===== config.mk =====
export PLATFORM = sky130hd
export DESIGN_NAME = eth_rx_frame_writer
export DESIGN_NICKNAME = d
export VERILOG_FILES = /design/src/rtl/eth_rx_frame_writer.sv
export SDC_FILE = /design/constraint.sdc
export NUM_CORES = 1
export LEC_CHECK = 0
export BUFFER_PORTS_ARGS = -buffer_cell sky130_fd_sc_hd__buf_4
export CAP_MARGIN = 25
export CORE_MARGIN = 1
export CORE_UTILIZATION = 50
export DETAILED_ROUTE_END_ITERATION = 10
export GPL_TIMING_DRIVEN = 0
export PLACE_DENSITY = 0.74
export SYNTH_ARGS = -nofsm -noshare
export SYNTH_HDL_FRONTEND = slang
export SYNTH_SLANG_ARGS = --single-unit

===== constraint.sdc =====
create_clock -name ACLK -period 12.14 [get_ports ACLK]
set_clock_uncertainty 0.15 [all_clocks]
set_input_delay 2.428 -clock ACLK [delete_from_list [all_inputs] [get_ports ACLK]]
set_output_delay 2.428 -clock ACLK [all_outputs]
set_load 0.05 [all_outputs]

===== src/rtl/eth_rx_frame_writer.sv =====
// eth_rx_frame_writer: packs the MAC receive byte stream into little-endian
// 32-bit words, buffers them in a word FIFO and writes each frame into a ring
// of fixed-size memory slots over AXI4-Lite. After the last data word, a
// status/length word is written at offset 0 of the frame's slot.
//
// Ports:
//   ACLK, ARESET        clock, asynchronous active-high reset
//   s_rx_*              byte stream from the MAC (tuser = error, on tlast beat)
//   m_axi_aw*/w*/b*     AXI4-Lite write master (one transaction outstanding)
//   frame_done          one-cycle pulse when a frame's status write completes
//   frame_len           byte length of the last completed frame (saturating)
//   frame_slot          slot index of the last completed frame
//   axi_error           sticky, set on any non-OKAY write response
module eth_rx_frame_writer #(
   parameter logic [31:0] BASE_ADDR  = 32'h4000_0000,
   parameter int unsigned SLOT_BYTES = 2048,
   parameter int unsigned NUM_SLOTS  = 8,
   parameter int unsigned FIFO_DEPTH = 16
) (
   input  logic                         ACLK,
   input  logic                         ARESET,
   input  logic [7:0]                   s_rx_tdata,
   input  logic                         s_rx_tvalid,
   output logic                         s_rx_tready,
   input  logic                         s_rx_tlast,
   input  logic                         s_rx_tuser,
   output logic [31:0]                  m_axi_awaddr,
   output logic [2:0]                   m_axi_awprot,
   output logic                         m_axi_awvalid,
   input  logic                         m_axi_awready,
   output logic [31:0]                  m_axi_wdata,
   output logic [3:0]                   m_axi_wstrb,
   output logic                         m_axi_wvalid,
   input  logic                         m_axi_wready,
   input  logic [1:0]                   m_axi_bresp,
   input  logic                         m_axi_bvalid,
   output logic                         m_axi_bready,
   output logic                         frame_done,
   output logic [15:0]                  frame_len,
   output logic [$clog2(NUM_SLOTS)-1:0] frame_slot,
   output logic                         axi_error
);

   localparam int unsigned SW         = $clog2(NUM_SLOTS);
   localparam int unsigned FAW        = $clog2(FIFO_DEPTH);
   localparam int unsigned CW         = FAW + 1;
   localparam int unsigned SLOT_SHIFT = $clog2(SLOT_BYTES);
   localparam int unsigned KW         = SLOT_SHIFT - 2;
   localparam int unsigned MAX_BYTES  = SLOT_BYTES - 4;

   typedef struct packed {
      logic [31:0] data;
      logic [3:0]  strb;
      logic        last;
      logic [15:0] len;
      logic        bad;
      logic        ovf;
   } entry_t;

   typedef enum logic [1:0] {IDLE, WRITE, RESP, STATUS} state_t;

   assign m_axi_awprot = 3'b000;

   // ---------------- byte packer ----------------
   logic [31:0] pk_data;
   logic [1:0]  pk_idx;
   logic [15:0] pk_cnt;
   logic        pk_ovf;

   logic        beat_c;
   logic        stored_c;
   logic [15:0] cnt_inc_c;
   logic [31:0] word_c;
   logic [2:0]  nbytes_c;
   logic [3:0]  strb_c;
   logic        push_c;
   entry_t      push_entry_c;

   assign beat_c = s_rx_tvalid & s_rx_tready;

   // Place the incoming byte and build the FIFO entry for this beat.
   always_comb begin
      stored_c  = (32'(pk_cnt) < MAX_BYTES);
      cnt_inc_c = (pk_cnt == 16'hFFFF) ? pk_cnt : pk_cnt + 16'd1;
      word_c    = pk_data;
      if (stored_c) begin
         case (pk_idx)
            2'd0:    word_c[7:0]   = s_rx_tdata;
            2'd1:    word_c[15:8]  = s_rx_tdata;
            2'd2:    word_c[23:16] = s_rx_tdata;
            default: word_c[31:24] = s_rx_tdata;
         endcase
      end
      nbytes_c = {1'b0, pk_idx} + (stored_c ? 3'd1 : 3'd0);
      case (nbytes_c)
         3'd1:    strb_c = 4'b0001;
         3'd2:    strb_c = 4'b0011;
         3'd3:    strb_c = 4'b0111;
         3'd4:    strb_c = 4'b1111;
         default: strb_c = 4'b0000;
      endcase
      push_c            = beat_c & (s_rx_tlast | (stored_c & (pk_idx == 2'd3)));
      push_entry_c.data = word_c;
      push_entry_c.strb = strb_c;
      push_entry_c.last = s_rx_tlast;
      push_entry_c.len  = cnt_inc_c;
      push_entry_c.bad  = s_rx_tlast & s_rx_tuser;
      push_entry_c.ovf  = pk_ovf | ~stored_c;
   end

   // Packer state; tlast restarts everything for the next frame.
   always_ff @(posedge ACLK or posedge ARESET) begin
      if (ARESET) begin
         pk_data <= '0;
         pk_idx  <= '0;
         pk_cnt  <= '0;
         pk_ovf  <= 1'b0;
      end else if (beat_c) begin
         if (s_rx_tlast) begin
            pk_data <= '0;
            pk_idx  <= '0;
            pk_cnt  <= '0;
            pk_ovf  <= 1'b0;
         end else begin
            pk_cnt <= cnt_inc_c;
            pk_ovf <= pk_ovf | ~stored_c;
            if (stored_c) begin
               if (pk_idx == 2'd3) begin
                  pk_data <= '0;
                  pk_idx  <= '0;
               end else begin
                  pk_data <= word_c;
                  pk_idx  <= pk_idx + 2'd1;
               end
            end
         end
      end
   end

   // ---------------- word FIFO ----------------
   entry_t           mem [FIFO_DEPTH];
   logic [FAW-1:0]   wr_ptr;
   logic [FAW-1:0]   rd_ptr;
   logic [CW-1:0]    count;
   logic [CW-1:0]    count_next_c;
   logic             pop_c;
   entry_t           head_c;

   assign head_c       = mem[rd_ptr];
   assign count_next_c = count + CW'(push_c) - CW'(pop_c);

   // Pointers, occupancy and the registered ready (not full).
   always_ff @(posedge ACLK or posedge ARESET) begin
      if (ARESET) begin
         wr_ptr      <= '0;
         rd_ptr      <= '0;
         count       <= '0;
         s_rx_tready <= 1'b1;
      end else begin
         if (push_c) wr_ptr <= wr_ptr + FAW'(1);
         if (pop_c)  rd_ptr <= rd_ptr + FAW'(1);
         count       <= count_next_c;
         s_rx_tready <= (count_next_c != CW'(FIFO_DEPTH));
      end
   end

   // Storage array, no reset needed.
   always_ff @(posedge ACLK) begin
      if (push_c) mem[wr_ptr] <= push_entry_c;
   end

   // ---------------- AXI writer FSM ----------------
   state_t          state, state_d;
   logic            is_status, is_status_d;
   logic [SW-1:0]   slot_idx, slot_idx_d;
   logic [KW-1:0]   word_k, word_k_d;
   logic [15:0]     stat_len, stat_len_d;
   logic [31:0]     awaddr_d, wdata_d;
   logic [3:0]      wstrb_d;
   logic            awvalid_d, wvalid_d, bready_d;
   logic            frame_done_d, axi_error_d;
   logic [15:0]     frame_len_d;
   logic [SW-1:0]   frame_slot_d;

   logic [31:0]     slot_base_c;
   logic [31:0]     data_addr_c;
   logic [31:0]     status_word_c;

   assign slot_base_c   = BASE_ADDR + (32'(slot_idx) << SLOT_SHIFT);
   assign data_addr_c   = slot_base_c + 32'd4 + (32'(word_k) << 2);
   assign status_word_c = {head_c.bad, head_c.ovf, 14'd0, head_c.len};

   always_ff @(posedge ACLK or posedge ARESET) begin
      if (ARESET) begin
         state         <= IDLE;
         is_status     <= 1'b0;
         slot_idx      <= '0;
         word_k        <= '0;
         stat_len      <= '0;
         m_axi_awaddr  <= '0;
         m_axi_awvalid <= 1'b0;
         m_axi_wdata   <= '0;
         m_axi_wstrb   <= '0;
         m_axi_wvalid  <= 1'b0;
         m_axi_bready  <= 1'b0;
         frame_done    <= 1'b0;
         frame_len     <= '0;
         frame_slot    <= '0;
         axi_error     <= 1'b0;
      end else begin
         state         <= state_d;
         is_status     <= is_status_d;
         slot_idx      <= slot_idx_d;
         word_k        <= word_k_d;
         stat_len      <= stat_len_d;
         m_axi_awaddr  <= awaddr_d;
         m_axi_awvalid <= awvalid_d;
         m_axi_wdata   <= wdata_d;
         m_axi_wstrb   <= wstrb_d;
         m_axi_wvalid  <= wvalid_d;
         m_axi_bready  <= bready_d;
         frame_done    <= frame_done_d;
         frame_len     <= frame_len_d;
         frame_slot    <= frame_slot_d;
         axi_error     <= axi_error_d;
      end
   end

   // Next state and next registered outputs.
   always_comb begin
      state_d      = state;
      is_status_d  = is_status;
      slot_idx_d   = slot_idx;
      word_k_d     = word_k;
      stat_len_d   = stat_len;
      awaddr_d     = m_axi_awaddr;
      awvalid_d    = m_axi_awvalid;
      wdata_d      = m_axi_wdata;
      wstrb_d      = m_axi_wstrb;
      wvalid_d     = m_axi_wvalid;
      bready_d     = m_axi_bready;
      frame_done_d = 1'b0;
      frame_len_d  = frame_len;
      frame_slot_d = frame_slot;
      axi_error_d  = axi_error;
      pop_c        = 1'b0;

      case (state)
         IDLE: begin
            if (count != '0) begin
               awvalid_d = 1'b1;
               wvalid_d  = 1'b1;
               if (head_c.strb == 4'b0000) begin
                  // Truncated frame ended with nothing stored: go straight to status.
                  pop_c       = 1'b1;
                  awaddr_d    = slot_base_c;
                  wdata_d     = status_word_c;
                  wstrb_d     = 4'hF;
                  stat_len_d  = head_c.len;
                  is_status_d = 1'b1;
                  state_d     = STATUS;
               end else begin
                  awaddr_d    = data_addr_c;
                  wdata_d     = head_c.data;
                  wstrb_d     = head_c.strb;
                  is_status_d = 1'b0;
                  state_d     = WRITE;
               end
            end
         end

         WRITE, STATUS: begin
            awvalid_d = m_axi_awvalid & ~m_axi_awready;
            wvalid_d  = m_axi_wvalid & ~m_axi_wready;
            if (!awvalid_d && !wvalid_d) begin
               bready_d = 1'b1;
               state_d  = RESP;
            end
         end

         RESP: begin
            if (m_axi_bvalid) begin
               bready_d = 1'b0;
               if (m_axi_bresp != 2'b00) axi_error_d = 1'b1;
               if (is_status) begin
                  frame_done_d = 1'b1;
                  frame_len_d  = stat_len;
                  frame_slot_d = slot_idx;
                  slot_idx_d   = slot_idx + SW'(1);
                  word_k_d     = '0;
                  is_status_d  = 1'b0;
                  state_d      = IDLE;
               end else begin
                  pop_c    = 1'b1;
                  word_k_d = word_k + KW'(1);
                  if (head_c.last) begin
                     awvalid_d   = 1'b1;
                     wvalid_d    = 1'b1;
                     awaddr_d    = slot_base_c;
                     wdata_d     = status_word_c;
                     wstrb_d     = 4'hF;
                     stat_len_d  = head_c.len;
                     is_status_d = 1'b1;
                     state_d     = STATUS;
                  end else begin
                     state_d = IDLE;
                  end
               end
            end
         end

         default: state_d = IDLE;
      endcase
   end

endmodule


### Yosys cells after proc, flatten, opt, wreduce, memory -nomap -nowiden

Memories as Yosys holds them, arrays and structs flattened.
Index checks and enable logic that the tools add are counted.

| storage, ports and cells | value |
|---|---|
| word-level logic and storage cells | 161 |
| output and inout port bits | 96 |
| RAM bits | 880 |
| memories kept | 1 |
| flip-flop bits (word level) | 188 |
| bits of input ports | 18 |

| operators by class | value |
|---|---|
| equality and inequality tests | 18 |
| bitwise logic cells | 11 |
| add/subtract/negate cells | 12 |
| reduce and logical (&&, ||, !) cells | 23 |
| mux-type cells | 72 |
| $lt $le $gt $ge | 1 |

Memory list:

| memory | words | width | rd ports | clocked after memory_dff | write ports | RTL line | source |
|---|---|---|---|---|---|---|---|
| mem | 16 | 55 | 1 | 0 | 1 | 141 | `entry_t mem [FIFO_DEPTH];` |

Operators by type and width:

| kind | count |
|---|---|
| $mux 32 | 14 |
| $pmux 32 s2 | 2 |
| $mux 16 | 7 |
| $add 31x14->32 const A | 1 |
| $add 32x11->32 | 1 |
| $add 32x3->32 const B | 1 |
| $mux 8 | 4 |
| $pmux 16 s2 | 1 |
| $mux 1 | 21 |
| $mux 4 | 5 |
| $mux 2 | 9 |
| $add 16x1->16 const B | 1 |
| $eq 16x16->1 const B | 1 |
| $lt 16x11->1 const B | 1 |
| $pmux 4 s4 | 1 |
| $reduce_and 3->1 | 5 |
| $ne 2x2->1 const B | 6 |
| $add 9x1->9 const B | 1 |
| $mux 9 | 1 |
| $add 4x1->4 const B | 2 |
| $eq 2x2->1 const B | 4 |
| $pmux 4 s2 | 1 |
| $reduce_bool 2->1 | 4 |
| $and 1x1->1 | 6 |
| 26 further kinds | 37 |

### Longest topological paths before layout

Gate-level depths: netlist of the first run.

| logic depth | value |
|---|---|
| word-level depth | 7 |
| gate-level depth with buffers | 18 |
| gate-level depth less buffers | 15 |

### Worst setup path before layout of the first run

OpenSTA, ideal clock, no wires.

| path | value |
|---|---|
| path type | in2reg |
| start | input port s_rx_tvalid |
| end | memory mem[0][0] (netlist name) (enable) |
| required time | 11385 ps |
| path slack | 3015 ps |
| library setup time | 605 ps |
| path buffers | 1 |
| data arrival time | 8370 ps |
| cell stages on the path | 4 |
| cells stage by stage | nand2_1 a21oi_1 clkbuf_1 nor4bb_1 |

| on the way | value |
|---|---|
| cells in the longest elaborated chain, start to end | 4 |

Ends and longest elaborated chain:

| element | RTL line | source |
|---|---|---|
| start: declaration | 23 | `input logic s_rx_tvalid,` |
| $and 1x1->1 | 79 | `assign beat_c = s_rx_tvalid & s_rx_tready;` |
| $and 1x1->1 | 102 | `push_c = beat_c & (s_rx_tlast \| (stored_c & (pk_idx == 2'd3)));` |
| $mux 1 | 169 | `if (push_c) mem[wr_ptr] <= push_entry_c;` |
| $mux 1 (implied by the code) | 169 |  |
| end: declaration | 141 |  |

Every way passes these cells.

### Worst setup path after layout of the first run

| path | value |
|---|---|
| start | input port s_rx_tvalid |
| end | memory mem[7][8] (netlist name) (enable) |

The elaborated chain is that of the path after synthesis.

==> metrics.txt, run 1 <==
status complete, no violations; Avg Cell Area, Syn about 19 um2; fin crit period about 5.5 ns; P_leak around 18 nW; Die Y 292 um; vias per cell ~6.3; final cycle utilization of the critical path 0.454; Area growth, synth to finish 16.2%; Via Count 23500; min-delay worst type register to register; clock root cell clkbuf_16; Post-CTS Resized 0; Antenna Nets Post-Route 0; global route total overflow 0; power density of the placed cells about 240 nW/um2; initial antenna violation count 4; CP Launch Type input port; Max-Slew Margin vs Limit 0.242; HPWL Detailed roughly 71000 um; vias in the first global route about 24000; clk slew on worst S/H paths roughly 0.060 ns; Post-synth EDFFs 880; internal power approximately 0.0078 W; CORE AREA 82600 um2; critical-path maximum fanout 10; most frequent cells in the layout edfxtp_1, mux4_2, dfrtp_1; Setup Fix Bufs, Post-CTS 0; critical path arrival roughly 5.7 ns; cell area after layout 48800 um2; share of async-settable or async-resettable flops after synthesis 0.162; CTS tree done; Syn Inst Count 2262; RSZ-0062 raised after global routing no; number of port buffers 92; post-synth design cell area about 42000 um2; Warnings, synthesis 0; Detailed Route WL roughly 110000 um; cts hold-fix bufs 0; Residual DRC 0; largest net degree at the start of global routing about 100; main flop type after synthesis edfxtp_1; Clk network pwr share 0.277; Max clock buf depth 3; NetSw roughly 0.0040 W; Max-Cap Viols 0; gr usage total 0.255; drt initial violations 3262; fin. max-slew vios 0; Crit Path Category input port to register; Clk Latency, worst-skew pair approximately 0.67 ns; Hold WS approximately 0.32 ns; FF+latch count, synth ~1100; switch share 0.339; non-filler instance count after layout between 3000 and 4000; commonest non-fill, non-tap cell in the layout edfxtp_1; GPL Wtd Cong slightly below 0.9; Cell Area, Placed 45300 um2; combinational cell fraction of total power 0.321; Pre-antenna DRT Iters 6; placed cells 3519; sequential fraction of the synthesis area 0.730; clk sinks approximately 1100; worst slew pin tran around 1.1 ns; final setup fails 0; peak supply drop ~190 uV; fillcell total 5781; drt wl/cell 28.9 um; Die X 292 um; fmax 0.181 GHz; sequential share of power 0.402; Final Hold Fails 0; I/O pin total 114; H-tree depth 3; Rows 105; Die Footprint 85200 um2; Crit. End Element register; Nets ~2600; first-pass GRT wire length between 150000 and 200000 um; share of cells above drive strength 1 0.269; CTS Buf Count between 100 and 150; Yosys cell types slightly below 70; critical path required time ~12 ns; Starting Density 0.509
[cell type report]
class	count	area, um2	share of cell area
Clock buffer	123	2650	0.0543
Tap cell	1070	1340	0.0274
Multi-Input combinational cell	1042	10600	0.217
Inverter	42	165	0.00338
Buffer	148	747	0.0153
Antenna cell	1	2.50	0.0000512
Clock inverter	65	812	0.0166
Sequential cell	1050	30700	0.628
Timing Repair Buffer	178	1830	0.0375
[final timing paths]
kind | depth (start not counted) | to | startpoint | slack (ns)
worst max-delay path | 10 | mem[7][8] | s_rx_tvalid | 6.63
max in group asynchronous | 3 | s_rx_tready | ARESET | 9.28
worst max register to register | 13 | mem[7][8] | pk_cnt[3] | 7.13
worst min-delay path | 1 | m_axi_awaddr[30] | m_axi_awaddr[30] | 0.32
worst min register to register | 1 | m_axi_awaddr[30] | m_axi_awaddr[30] | 0.32
min in group asynchronous | 2 | m_axi_wdata[21] | ARESET | 1.69
[metrics by stage]
stage	TNS, ns	setup WS [ns]	util	total power, W
after floorplan	0	3.01	-	0.00718
after global placement	-1339.43	-4.88	0.534	0.00836
after detailed placement	0	6.08	0.548	0.00857
after CTS	0	6.77	0.590	0.0118
after global routing	0	6.56	0.591	0.0122
final	0	6.63	0.591	0.0118
[Yosys cell counts, types with 24 or more instances]
master,instances,share of area
a22o_1,28,0.0058
a211oi_1,24,0.0043
edfxtp_1,880,0.63
mux2i_1,78,0.019
o21ai_0,74,0.0088
a221oi_1,33,0.0069
a21oi_1,33,0.0039
buf_2,39,0.0046
dfrtp_1,169,0.10
clkbuf_1,64,0.0057
inv_1,39,0.0035
mux2_2,38,0.010
mux4_2,228,0.12
nand2_1,137,0.012
buf_4,25,0.0045
nor2_1,101,0.0090
[power by group through the flow]
| stage | clock [W] | combinational, W | sequential [W] |
|---|---|---|---|
| detailed placement | 0 | 0.00375 | 0.00482 |
| global placement | 0 | 0.00351 | 0.00485 |
| finish | 0.00327 | 0.00380 | 0.00476 |
| CTS | 0.00329 | 0.00377 | 0.00475 |
| floorplan | 0 | 0.00207 | 0.00512 |
| global route | 0.00342 | 0.00401 | 0.00479 |
[registers in the layout, indices dropped and copies added (netlist names), 2 cells and up]
signal	count
frame_slot	3
count	5
pk_idx	2
word_k	9
state	2
slot_idx	3
pk_data	32
pk_cnt	16
m_axi_wstrb	4
mem	880
frame_len	16
stat_len	16
wr_ptr	4
m_axi_wdata	32
m_axi_awaddr	14
rd_ptr	4
[logic make-up after synthesis]
kind of cell    Yosys count  share of synthesized area
mux                     344                      0.151
xor+xnor                 30                    0.00625
other cells               1                  0.0000892
compound gates          269                     0.0452
buf+inv                 190                     0.0215
fa+ha+maj                21                    0.00643
flops                  1050                      0.730
simple gates            357                     0.0395
[per-layer routing]
metal  global-route usage  wire (um)  vias up
met4               0.0720       2870        2
met5                    0         13        -
met1                0.358      41900    12200
li1                     -          -     9607
met3               0.0524      11500      220
met2                0.408      51200     1525
[worst max-delay path: stages]
cell and delay [ns]:
buf_4 0.08, nand2_1 0.24, a21oi_1 0.63, clkbuf_1 0.52
nand2_1 0.27, nor3b_2 0.75, buf_6 0.25, buf_6 0.16
buf_6 0.20, buf_8 0.17
(Power assumes the default switching activity.)
==> run 2: changes to the inputs <==
--- a/config.mk
+++ b/config.mk
@@ -11,7 +11,7 @@
 export CORE_UTILIZATION = 50
 export DETAILED_ROUTE_END_ITERATION = 10
 export GPL_TIMING_DRIVEN = 0
-export PLACE_DENSITY = 0.74
+export PLACE_DENSITY = 0.77
 export SYNTH_ARGS = -nofsm -noshare
 export SYNTH_HDL_FRONTEND = slang
 export SYNTH_SLANG_ARGS = --single-unit
==> constraint.sdc (replaced) <==
create_clock -name ACLK -period 4.85 [get_ports ACLK]
set_clock_uncertainty 0.15 [all_clocks]
set_input_delay 0.97 -clock ACLK [delete_from_list [all_inputs] [get_ports ACLK]]
set_output_delay 0.97 -clock ACLK [all_outputs]
set_load 0.05 [all_outputs]
==> metrics.txt, run 2 (synthesis results as in run 1) <==
Power, Total between 0.02 and 0.03 W; Via Count 24000; Max-Slew Margin vs Limit 0.206; CORE AREA between 80000 and 90000 um2; Final Hold Fails 0; placed cells around 3500; H-tree depth 3; peak supply drop around 510 uV; vias in the first global route 24200; CP max-delay cell nor4_2; Detailed Route WL about 110000 um; share of cells above drive strength 1 0.276; Max-Cap Viols 0; Nets approximately 2600; Residual DRC 0; I/O pin total about 110; gr usage total 0.261; P_leak approximately 18 nW; setup TNS 0 ns; max FFs per register 880; Starting Density 0.509; Crit Path Category register to register; HPWL Detailed just over 70000 um; Crit. End Element register; initial antenna violation count 4; CTS tree done; Pre-antenna DRT Iters 8; drt wl/cell 29.7 um; Area growth, synth to finish 16.6%; Max stage delay on crit path between 0.9 and 1 ns; GPL Wtd Cong approximately 0.89; largest reg by FF count mem; power density of the placed cells between 600 and 700 nW/um2; commonest non-fill, non-tap cell in the layout edfxtp_1; final setup fails 0; Max clock buf depth 3; first-pass GRT wire length about 160000 um; global route total overflow 0; critical path arrival around 5.1 ns; drt initial violations ~3200; Critical Path, Cell by Cell buf_4 -> inv_2 -> buf_6 -> mux4_2 -> nor4_2 -> nor2_1 -> o21ai_0 -> ha_1 -> inv_1 -> ha_1 -> fa_1 -> a21oi_1 -> nor2_1 -> nor2_1 -> xnor2_1 -> nand3b_1; RSZ-0062 raised after global routing no; number of port buffers 92; critical-path maximum fanout 10; worst slew pin tran ~1.2 ns; fmax between 0.2 and 0.25 GHz; largest registers mem: 880 flops, m_axi_wdata: 32 flops, pk_data: 32 flops; Clk Latency, worst-skew pair slightly below 0.7 ns; critical path required time 5.28 ns; final cycle utilization of the critical path 0.959; Rows around 110; Die Footprint 85200 um2; CTS Buf Count just over 100; min-delay worst type input port to asynchronous set/reset pin; fin crit period roughly 4.7 ns; Hold WS approximately 0.14 ns; largest net degree at the start of global routing between 40 and 50; clk slew on worst S/H paths 0.06 ns; fin. max-slew vios 0; most frequent cells in the layout edfxtp_1, mux4_2, dfrtp_1; Die X approximately 290 um; clk sinks between 1000 and 1500; Antenna Nets Post-Route 0; non-filler instance count after layout roughly 3700; CP Launch Type register; Die Y roughly 300 um; clock root cell clkbuf_16; vias per cell around 6.4; status complete, no violations; cell repeated most along the worst path nor2_1
## run 2: cell types whose count changed in the layout (fill, tap and decap cells not counted), moves of 4 or more
cell        before  now
clkinv_1        16    6
clkbuf_8         2   24
bufinv_16       16    6
buf_6           46   37
buf_8           23   33
buf_12           0    4
clkinvlp_4       9    4
clkinv_2        18   23
## run 2: layer usage
metal	global-route usage	up-vias	wire length [um]
li1	-	9653	-
met1	0.364	12400	41800
met2	0.408	1723	52400
met3	0.0652	255	13300
met4	0.0843	2	3360
met5	0	-	12
## run 2: layout make-up
cell class                 count  area, um2
clock inverter                44        460
tap                         1070       1340
antenna                        1       2.50
fill                        5646      33600
sequential                  1050      30700
buffer                       148        748
multi-input combinational   1042      10600
inverter                      42        161
clock buffer                 147       3030
timing repair buffer         183       1960
## run 2: worst paths after layout
| check | cells past startpoint | start | slack, ns | end |
|---|---|---|---|---|
| setup / recovery | 16 | rd_ptr[0] | 0.20 | s_rx_tready |
| hold / removal | 2 | ARESET | 0.14 | m_axi_wvalid |
| setup reg to reg | 16 | rd_ptr[0] | 0.20 | s_rx_tready |
| hold reg to reg | 1 | axi_error | 0.33 | axi_error |
| max in group asynchronous | 5 | ARESET | 3.27 | pk_data[22] |
| min in group ACLK | 1 | axi_error | 0.33 | axi_error |
## run 2: where the power goes
part	internal [W]	total (W)	switching [W]
registers	0.0114	0.0119	0.000508
logic	0.00343	0.00966	0.00622
clock network	0.00467	0.00810	0.00343
## run 2: timing repair
action,in CTS,in global routing
gates resized for setup,4,2
endpoints found under the setup margin,31,55
hold buffers,0,0
buffers inserted,0,0
## run 2: worst max-delay path, delay by kind of cell (launching register included)
kind | cells | cell delay [ns]
adder cells (fa/ha/maj) | 3 | 0.80
XOR/XNOR | 1 | 0.15
buffers and inverters | 4 | 0.48
AND/OR/NAND/NOR | 5 | 1.48
multiplexers | 1 | 0.56
AO/OA/AOI/OAI | 2 | 0.54
flip-flops | 1 | 0.39
## run 2: stage by stage
| step | utilization | area (um2) | setup slack, ns |
|---|---|---|---|
| 2_1_floorplan | - | 42100 | -1.76 |
| 3_3_place_gp | 0.534 | 44200 | -7.38 |
| 3_5_place_dp | 0.549 | 45400 | -0.0851 |
| 4_1_cts | 0.591 | 48900 | 0.110 |
| 5_1_grt | 0.593 | 49000 | 0.00301 |
| 6_report | 0.593 | 49000 | 0.200 |
